### src/rtl/axis_pack_32to128_pkg.sv
// Shared definitions for the 32->128 AXI4-Stream packer: beat widths,
// lane index width, FSM state type and the keep popcount helper.
// Optional feature macro used by this slice: AXIS_PACK_BYTE_CNT_EN.
package axis_pack_32to128_pkg;

   localparam int IN_W_DEF       = 32;
   localparam int RATIO_DEF      = 4;
   localparam int OUT_W_DEF      = IN_W_DEF * RATIO_DEF;
   localparam int IN_KEEP_W_DEF  = IN_W_DEF / 8;
   localparam int OUT_KEEP_W_DEF = OUT_W_DEF / 8;
   localparam int BYTE_CNT_W     = 32;

   // Lane index width; a one-lane packer still gets a 1-bit index.
   function automatic int lane_w(input int ratio);
      return (ratio > 1) ? $clog2(ratio) : 1;
   endfunction

   localparam int LANE_W = lane_w(RATIO_DEF);

   // IDLE: lane 0 and accumulator empty. FILL: at least one lane written.
   typedef enum logic {
      ST_IDLE = 1'b0,
      ST_FILL = 1'b1
   } pack_state_t;

   // Number of set bits in a keep vector (zero-extended to 32 bits).
   function automatic logic [BYTE_CNT_W-1:0] popcount(input logic [31:0] v);
      logic [BYTE_CNT_W-1:0] n;
      n = '0;
      for (int i = 0; i < 32; i++) begin
         n = n + BYTE_CNT_W'(v[i]);
      end
      return n;
   endfunction

endpackage

### src/rtl/axis_pack_32to128_if.sv
// AXI4-Stream bundle used on both sides of the packer.
// Handshake: a beat transfers on a rising clk edge where tvalid and tready
// are both 1; once tvalid is raised, tdata/tkeep/tlast stay stable and
// tvalid stays high until that transfer happens.
interface axis_pack_32to128_if #(
   parameter int W = 32
);
   logic [W-1:0]   tdata;
   logic [W/8-1:0] tkeep;
   logic           tlast;
   logic           tvalid;
   logic           tready;

   modport master (output tdata, output tkeep, output tlast, output tvalid, input tready);
   modport slave  (input tdata, input tkeep, input tlast, input tvalid, output tready);
endinterface

### src/rtl/axis_pack_32to128_outreg.sv
// axis_pack_outreg: single-entry stream holding register. The payload is
// loaded whenever the producer asserts load (only legal while load_ready)
// and held stable until the consumer takes it.
module axis_pack_outreg #(
   parameter int W = 1
) (
   input  logic         clk,
   input  logic         resetn,
   input  logic         load,
   input  logic [W-1:0] load_payload,
   output logic         load_ready,
   output logic         out_valid,
   output logic [W-1:0] out_payload,
   input  logic         out_ready
);

   // Register can accept a new word when empty or draining this cycle.
   always_comb begin
      load_ready = ~out_valid | out_ready;
   end

   // Load has priority so a drain and a refill in one cycle leave no gap.
   always_ff @(posedge clk or negedge resetn) begin
      if (!resetn) begin
         out_valid   <= 1'b0;
         out_payload <= '0;
      end else if (load) begin
         out_valid   <= 1'b1;
         out_payload <= load_payload;
      end else if (out_ready) begin
         out_valid   <= 1'b0;
      end
   end

endmodule

### src/rtl/axis_pack_32to128.sv
// axis_pack_32to128: gathers IN_W-bit beats into IN_W*RATIO-bit words,
// little-endian lanes, tkeep carried per lane, tlast closes a word early.
// Define AXIS_PACK_BYTE_CNT_EN to add the pkt_bytes/last_pkt_bytes counters.
module axis_pack_32to128
   import axis_pack_32to128_pkg::*;
#(
   parameter int IN_W  = IN_W_DEF,
   parameter int RATIO = RATIO_DEF
) (
   input  logic                  clk,
   input  logic                  resetn,
   axis_pack_32to128_if.slave    s_axis,
   axis_pack_32to128_if.master   m_axis,
   output pack_state_t           dbg_state
`ifdef AXIS_PACK_BYTE_CNT_EN
   ,
   output logic [BYTE_CNT_W-1:0] pkt_bytes,
   output logic [BYTE_CNT_W-1:0] last_pkt_bytes
`endif
);

   localparam int KW     = IN_W / 8;
   localparam int OUT_W  = IN_W * RATIO;
   localparam int OUT_KW = OUT_W / 8;
   localparam int LW     = lane_w(RATIO);
   localparam int PAY_W  = 1 + OUT_KW + OUT_W;

   pack_state_t       state, nxt_state;
   logic [LW-1:0]     lane, nxt_lane;
   logic [OUT_W-1:0]  acc_data, nxt_acc_data, merged_data;
   logic [OUT_KW-1:0] acc_keep, nxt_acc_keep, merged_keep;
   logic              resetn_q;
   logic              s_ready, accept, complete, load_ready;
   logic [PAY_W-1:0]  out_payload;

   // Hold input ready low until the first edge after reset release.
   always_ff @(posedge clk or negedge resetn) begin
      if (!resetn) resetn_q <= 1'b0;
      else         resetn_q <= 1'b1;
   end

   assign s_ready       = resetn_q & load_ready;
   assign s_axis.tready = s_ready;
   assign accept        = s_axis.tvalid & s_ready;
   assign dbg_state     = state;

   // Next-state: merge the accepted beat into its lane, flush on completion.
   always_comb begin
      nxt_state    = state;
      nxt_lane     = lane;
      nxt_acc_data = acc_data;
      nxt_acc_keep = acc_keep;
      complete     = 1'b0;
      merged_data  = acc_data;
      merged_keep  = acc_keep;
      merged_data[int'(lane)*IN_W +: IN_W] = s_axis.tdata;
      merged_keep[int'(lane)*KW +: KW]     = s_axis.tkeep;
      if (accept) begin
         if (lane == LW'(RATIO - 1) || s_axis.tlast) begin
            complete     = 1'b1;
            nxt_state    = ST_IDLE;
            nxt_lane     = '0;
            nxt_acc_data = '0;
            nxt_acc_keep = '0;
         end else begin
            nxt_state    = ST_FILL;
            nxt_lane     = lane + LW'(1);
            nxt_acc_data = merged_data;
            nxt_acc_keep = merged_keep;
         end
      end
   end

   // State, lane index and accumulator registers.
   always_ff @(posedge clk or negedge resetn) begin
      if (!resetn) begin
         state    <= ST_IDLE;
         lane     <= '0;
         acc_data <= '0;
         acc_keep <= '0;
      end else begin
         state    <= nxt_state;
         lane     <= nxt_lane;
         acc_data <= nxt_acc_data;
         acc_keep <= nxt_acc_keep;
      end
   end

   axis_pack_outreg #(.W(PAY_W)) u_outreg (
      .clk          (clk),
      .resetn       (resetn),
      .load         (complete),
      .load_payload ({s_axis.tlast, merged_keep, merged_data}),
      .load_ready   (load_ready),
      .out_valid    (m_axis.tvalid),
      .out_payload  (out_payload),
      .out_ready    (m_axis.tready)
   );

   assign m_axis.tdata = out_payload[OUT_W-1:0];
   assign m_axis.tkeep = out_payload[OUT_W +: OUT_KW];
   assign m_axis.tlast = out_payload[PAY_W-1];

`ifdef AXIS_PACK_BYTE_CNT_EN
   logic [BYTE_CNT_W-1:0] beat_bytes;
   assign beat_bytes = popcount(32'(s_axis.tkeep));

   // Running byte count per packet, latched and restarted on tlast.
   always_ff @(posedge clk or negedge resetn) begin
      if (!resetn) begin
         pkt_bytes      <= '0;
         last_pkt_bytes <= '0;
      end else if (accept) begin
         if (s_axis.tlast) begin
            pkt_bytes      <= '0;
            last_pkt_bytes <= pkt_bytes + beat_bytes;
         end else begin
            pkt_bytes      <= pkt_bytes + beat_bytes;
         end
      end
   end
`endif

endmodule

### src/flat_wrapper.sv
// flat-port wrapper written by rule: the top's interface ports become plain ports
module axis_pack_32to128_flat import axis_pack_32to128_pkg::*;
#(
   parameter int IN_W  = IN_W_DEF,
   parameter int RATIO = RATIO_DEF
)
  (clk, resetn, dbg_state, s_axis_tdata, s_axis_tkeep, s_axis_tlast, s_axis_tvalid, s_axis_tready, m_axis_tdata, m_axis_tkeep, m_axis_tlast, m_axis_tvalid, m_axis_tready);
  axis_pack_32to128_if #(.W(32)) s_axis_i ();
  axis_pack_32to128_if #(.W(128)) m_axis_i ();
  input  logic clk;
  input  logic resetn;
  output pack_state_t dbg_state;
  input wire logic [$bits(s_axis_i.tdata)-1:0] s_axis_tdata;
  input wire logic [$bits(s_axis_i.tkeep)-1:0] s_axis_tkeep;
  input wire logic [$bits(s_axis_i.tlast)-1:0] s_axis_tlast;
  input wire logic [$bits(s_axis_i.tvalid)-1:0] s_axis_tvalid;
  output wire logic [$bits(s_axis_i.tready)-1:0] s_axis_tready;
  output wire logic [$bits(m_axis_i.tdata)-1:0] m_axis_tdata;
  output wire logic [$bits(m_axis_i.tkeep)-1:0] m_axis_tkeep;
  output wire logic [$bits(m_axis_i.tlast)-1:0] m_axis_tlast;
  output wire logic [$bits(m_axis_i.tvalid)-1:0] m_axis_tvalid;
  input wire logic [$bits(m_axis_i.tready)-1:0] m_axis_tready;
  assign s_axis_i.tdata = s_axis_tdata;
  assign s_axis_i.tkeep = s_axis_tkeep;
  assign s_axis_i.tlast = s_axis_tlast;
  assign s_axis_i.tvalid = s_axis_tvalid;
  assign s_axis_tready = s_axis_i.tready;
  assign m_axis_tdata = m_axis_i.tdata;
  assign m_axis_tkeep = m_axis_i.tkeep;
  assign m_axis_tlast = m_axis_i.tlast;
  assign m_axis_tvalid = m_axis_i.tvalid;
  assign m_axis_i.tready = m_axis_tready;
  axis_pack_32to128 #(.IN_W(IN_W), .RATIO(RATIO)) u_core (.clk(clk), .resetn(resetn), .s_axis(s_axis_i), .m_axis(m_axis_i), .dbg_state(dbg_state));
endmodule
### config.mk
export PLATFORM = sky130hd
export DESIGN_NAME = axis_pack_32to128_flat
export DESIGN_NICKNAME = d
export VERILOG_FILES = /design/src/rtl/axis_pack_32to128_pkg.sv /design/src/rtl/axis_pack_32to128_if.sv /design/src/rtl/axis_pack_32to128_outreg.sv /design/src/rtl/axis_pack_32to128.sv /design/src/flat_wrapper.sv
export SDC_FILE = /design/constraint.sdc
export NUM_CORES = 1
export LEC_CHECK = 0
export ABC_AREA = 1
export BUFFER_PORTS_ARGS = -buffer_cell sky130_fd_sc_hd__buf_2
export CAP_MARGIN = 20
export CORE_ASPECT_RATIO = 0.8
export CORE_MARGIN = 4
export CORE_UTILIZATION = 52
export CTS_BUF_LIST = sky130_fd_sc_hd__clkbuf_16
export DETAILED_ROUTE_END_ITERATION = 7
export PLACE_DENSITY = 0.75
export SLEW_MARGIN = 20
export SYNTH_ARGS = -nofsm -noshare
export SYNTH_HDL_FRONTEND = slang
export SYNTH_SLANG_ARGS = --single-unit
### constraint.sdc
create_clock -name clk -period 2.15 [get_ports clk]
set_clock_uncertainty 0.2 [all_clocks]
set_input_delay 0.43 -clock clk [delete_from_list [all_inputs] [get_ports clk]]
set_output_delay 0.43 -clock clk [all_outputs]
set_load 0.01 [all_outputs]
Word level (Yosys, flattened, before mapping)

Cells that the tools add are included.

Input bits: 41
Memories: 0
Logic and storage cells: 31
Bits in latches: 0
Register bits after elaboration: 294
Output and inout bits: 148
Bits in writable memories: 0
Memory bits (read-only): 0

Multiplexer cells: 10
Equal/unequal tests: 1
Add/subtract/negate cells: 3
Reductions and logical operators: 2
Shift-type cells: 4
Order comparisons: 0
$mul: 0
Bitwise gates (word level): 4
Div/mod/pow operators: 0

Operators by type and width:

| operator                                                | number |
|---|---|
| bitwise mux 128 bit                                     | 1 |
| 2-to-1 mux 128 bit                                      | 1 |
| variable shift 32 x 33 -> 128 bit, first input constant | 1 |
| variable part select 32 x 33 -> 128 bit                 | 1 |
| negation 4 -> 33 bit                                    | 1 |
| negation 7 -> 33 bit                                    | 1 |
| variable shift 4 x 33 -> 16 bit, first input constant   | 1 |
| variable part select 4 x 33 -> 16 bit                   | 1 |
| bitwise mux 16 bit                                      | 1 |
| 2-to-1 mux 16 bit                                       | 1 |
| 2-to-1 mux 1 bit                                        | 5 |
| adder 2 x 1 -> 2 bit, second input constant             | 1 |
| AND 1 bit                                               | 2 |
| equality test 2 bit, second input constant              | 1 |
| 2-to-1 mux 2 bit                                        | 1 |
| nonzero test 2 bit                                      | 1 |
| logical OR 1 bit                                        | 1 |
| inverter 1 bit                                          | 1 |
| OR 1 bit                                                | 1 |

Depth between registers and ports, before layout

Depth after elaboration: 6
Gate-level depth with buffers: 12
Depth with buffers taken out: 9

By module

From an unflattened synthesis, not the netlist that was laid out.

Cell total of the unflattened synthesis: 1670
Area total of the unflattened synthesis: 13038.8 sq um

By module, submodules not included:

| module            | instances | sequential area each (sq um) | area each (sq um) | cells an instance |
|---|---|---|---|---|
| axis_pack_32to128 | 1         | 3703.6                       | 7514.7            | 1053 |
| axis_pack_outreg  | 1         | 3653.5                       | 5524.0            | 617 |

Worst setup path before layout

Ideal clock, no wire load.

Kind: register to register
Start point: register u_core.lane[0]
End point: register u_core.u_outreg.out_payload[80]
Arrival: 1781 ps
Period minus slack after synthesis: 2046 ps
Library setup time: 65 ps
Stages on the path, launching flop included: 12
Path slack: 104 ps
Path through: dfrtp_1 buf_2 inv_1 ha_1 inv_1 nor2_1 buf_4 buf_6 nand3b_1 nand2_1 nand2_1 nand2_1

Word-level cells in the longest chain between the ends: 4

RTL lines:

| item                                                         | RTL line                       | source |
|---|---|---|
| from (decl)                                                  | axis_pack_32to128.sv:29        | `logic [LW-1:0] lane, nxt_lane;` |
| from (signal assigned)                                       | axis_pack_32to128.sv:83        | `lane <= nxt_lane;` |
| branches (longest 4 deep; another with negation 7 -> 33 bit) | --                             |  |
| to (signal assigned)                                         | axis_pack_32to128_outreg.sv:29 | `out_payload <= load_payload;` |
| to (decl)                                                    | axis_pack_32to128_outreg.sv:13 | `output logic [W-1:0] out_payload,` |

Parallel ways; which one is timed is not known.
A chain may end at the register's enable or synchronous reset.

Final worst setup path

Start point: register u_core.lane[1]
End point: register u_core.u_outreg.out_payload[41]

Same word-level chain as after synthesis.

==> summary.txt <==
Status
  – Run status: finished, final reports clean

Final layout
  – Fraction of layout instances using a drive strength above 1: 0.136
  – Area grow syn2layout: 18.0%
  – Final nets: 2057
  – Number of fill cells in the layout: 2248
  – Post-route insts no fill: 2383
  – Final core utilization: 0.630

Flow run
  – Max cap viols: 0

Worst setup path
  – Reg2reg path depth: 9
  – Critical path's top delay family: simple AND/OR/NAND/NOR gates
  – CP Depth: 9
  – Crit. End Element: flop
  – Reg2reg setup slack: 130 ps
  – Startpoint Class: flop
  – Crit Path Max Fanout: 18
  – CP required: 2430 ps
  – Slowest cell on the critical path: dfrtp_1
  – CP Cell Sequence: inv_1 -> ha_4 -> nand2_1 -> nor2_4 -> buf_12 -> nand2_1 -> nand2_1 -> nand2_1 -> nand2_1
  – Most frequent CP cell: nand2_1
  – WP buf/inv: 2
  – Crit path DAT: roughly 2300 ps
  – Crit Path Class: flop to flop
  – Slowest stage delay, CP: ~420 ps

Synth
  – Post-synthesis adder-cell area fraction: 0.00552
  – Mean post-synth cell area: 7.34 sq um
  – Mapped Area: 0.0136 sq mm
  – Seq/Total Area, Yosys: 0.541
  – Post-Syn Instances: 1854
  – Post-Synth Simple-Gate Area: 0.401
  – Unique masters post-synth: 20
  – Largest family of logic cells by synthesized area: simple AND/OR/NAND/NOR gates
  – Compound-Gate Fraction of Synth Area: 0.000920
  – Yosys reg bits: 294
  – Xor-xnor portion of the synthesized cell area: 0
  – Post-synthesis mux area share: 0
  – Synthesis warning total: 0
  – Syn_nets: roughly 1900

Timing
  – Final Max Tran Viols: 0
  – RSZ-0062 raised after global routing: no
  – TNS Setup: 0 ps
  – Fin crit share: 0.940
  – Max_slew headroom: 0.640
  – Final setup violation count: 0
  – Highest Clock Rate: 495 MHz
  – Slew @ Worst Pin: approximately 540 ps
  – Setup ws final: 130 ps
  – Final Hold Fails: 0
  – Final min period: 2020 ps

Routing
  – Total number of vias: 12311
  – DRT antenna net count: 0
  – Drt first pass iters: 7
  – DR vias/cell: roughly 5.2
  – DRT Wirelength: between 30 and 40 mm
  – DRT iter0 DRCs: 1387
  – WL/cell: 16.3 um
  – DRC viols: 0

Clock tree
  – Worst skew pair latency: 550 ps
  – CTS root buf: clkbuf_16
  – H-tree Lvls: 1
  – Clock transition at path regs: 60 ps
  – CTS Buf Count: 29
  – TritonCTS Sinks: 294
  – Clk buf depth: 3
  – TritonCTS clock tree: yes

Placed design
  – DPL Wire Length: 25.3 mm
  – Port buffer count: 188
  – Pre-CTS setup slack: 102 ps
  – Routability cong.: 0.920
  – Inst Count DP: 2327

Die
  – Die height: 153 um
  – Ports: 189
  – Num rows: 52
  – Core area: 0.0255 sq mm
  – Die W: approximately 190 um
  – Die area: 0.0288 sq mm
  – Initial Utilization: 0.533

GRT
  – Gr usage total: 0.268
  – Global route total overflow: 0
  – Vias in the first global route: 11918
  – Largest net degree at the start of global routing: between 100 and 150
  – Initial antenna violation count: 2
  – First-pass GRT wire length: about 63 mm

Pwr
  – Switch share: 0.306
  – Int Pwr: around 9.4 mW
  – Seq pwr share: 0.451
  – LEAKAGE: 9.94 nW
  – VDD IR max: 647 uV
  – PD cells: between 800 and 900 mW/mm^2
  – P_sw: 4.15 mW
  – Clock share of power: 0.353
  – Logic pwr share: 0.196

Hold path
  – Worst hold path class: input port to flop
  – Hold depth: 4
worst reg2reg max path, stage by stage (launching register included):
cell     delay, ps
dfrtp_1        420
inv_1          150
ha_4           340
nand2_1        100
nor2_4         190
buf_12         190
nand2_1         90
nand2_1         90
nand2_1         90
nand2_1         80
cells in the mapped netlist (all sizes together):
cell type  count  area [sq um]
a21boi         1          7.51
buf           70           399
clkbuf        32           120
clkinv         2          7.51
conb           1          3.75
dfrtp        294          7360
ha             6          75.1
inv           48           180
nand2       1304          4890
nand3         45           230
nand3b        29           218
nor2          21           106
o21ai          1          5.00
flip-flops by register name (all words and copies together) (netlist names):
register / flops
u_core.dbg_state: 1
u_core.resetn_q: 1
u_core.u_outreg.out_payload: 145
u_core.acc_keep: 16
u_core.u_outreg.out_valid: 1
u_core.acc_data: 128
u_core.lane: 2
final cells by class:
class,instances,area [sq um],share of cell area
diodes,2,5.00,0.000312
clock buffers,29,726,0.0452
clock inverters,22,148,0.00919
inverters,50,188,0.0117
multi-input cells,1408,5600,0.349
flip-flops and latches,294,7360,0.458
well taps,351,439,0.0273
repair buffers,227,1590,0.0991
power by group through the flow:
| stage | combinational (mW) | clock, mW | sequential (mW) |
|---|---|---|---|
| after floorplan | 1.41 | 0 | 6.27 |
| after global placement | 2.54 | 0 | 6.18 |
| after detailed placement | 2.58 | 0 | 6.19 |
| after CTS | 2.60 | 4.84 | 6.10 |
| after global routing | 2.90 | 5.08 | 6.14 |
| final | 2.66 | 4.78 | 6.10 |
final timing paths:
path,startpoint,end
setup / recovery,u_core.lane[1]$_DFFE_PN0P_,u_core.u_outreg.out_payload[41]$_DFFE_PN0P_
max in group asynchronous,resetn,u_core.u_outreg.out_payload[114]$_DFFE_PN0P_
hold / removal,m_axis_tready,u_core.u_outreg.out_valid$_DFFE_PN0P_
hold reg to reg,u_core.u_outreg.out_payload[8]$_DFFE_PN0P_,u_core.u_outreg.out_payload[8]$_DFFE_PN0P_
min in group asynchronous,resetn,u_core.u_outreg.out_payload[8]$_DFFE_PN0P_
setup reg to reg,u_core.lane[1]$_DFFE_PN0P_,u_core.u_outreg.out_payload[41]$_DFFE_PN0P_
per-layer routing:
layer | up-vias | wire length [um] | track usage
met2 | 555 | 17300 | 0.414
met3 | 95 | 3160 | 0.0426
li1 | 5869 | - | -
met4 | 0 | 1410 | 0.0919
met5 | - | 0 | 0
met1 | 5792 | 16900 | 0.389
through the flow:
step | area [sq um] | total power, mW | hold WS (ps)
6_report | 16100 | 13.5 | 66.5
5_1_grt | 16100 | 14.1 | 88.0
2_1_floorplan | 13600 | 7.68 | -65.6
3_3_place_gp | 15100 | 8.72 | 116
4_1_cts | 16000 | 13.5 | 47.3
3_5_place_dp | 15100 | 8.77 | 117
cell families (layout without fill, tap and decap cells):
logic type,count (synthesis),after routing
DFF,294,294
buffers and inverters,152,328
and+or+nand+nor,1399,1399
adders and majority gates,6,6
other,1,3
AOI/OAI and AO/OA,2,2
what timing repair did:
| action | in CTS | in global routing |
|---|---|---|
| hold endpoints to repair | 295 | 0 |
| setup endpoints to repair | 0 | 89 |
| resized for setup | 0 | 6 |
| hold buffers | 2 | 0 |
| buffers inserted | 0 | 0 |
placed cells by master, fill, tap and decap left out, types with 2 or more instances in the layout:
cell type	netlist	layout
inv_2	2	2
dfrtp_1	294	294
clkinv_2	0	3
nand3_1	44	43
nor2_1	16	12
ha_4	0	2
buf_4	18	10
nand3b_1	29	29
nand3_4	0	2
clkbuf_16	0	30
buf_12	0	26
nor2_2	2	5
buf_2	49	187
clkinv_1	2	9
dlygate4sd3_1	0	2
nor2_4	3	4
bufinv_16	0	2
ha_1	6	4
nand2_1	1304	1304
inv_1	46	54
diode_2	0	2
Power figures use the tool's default switching activity.
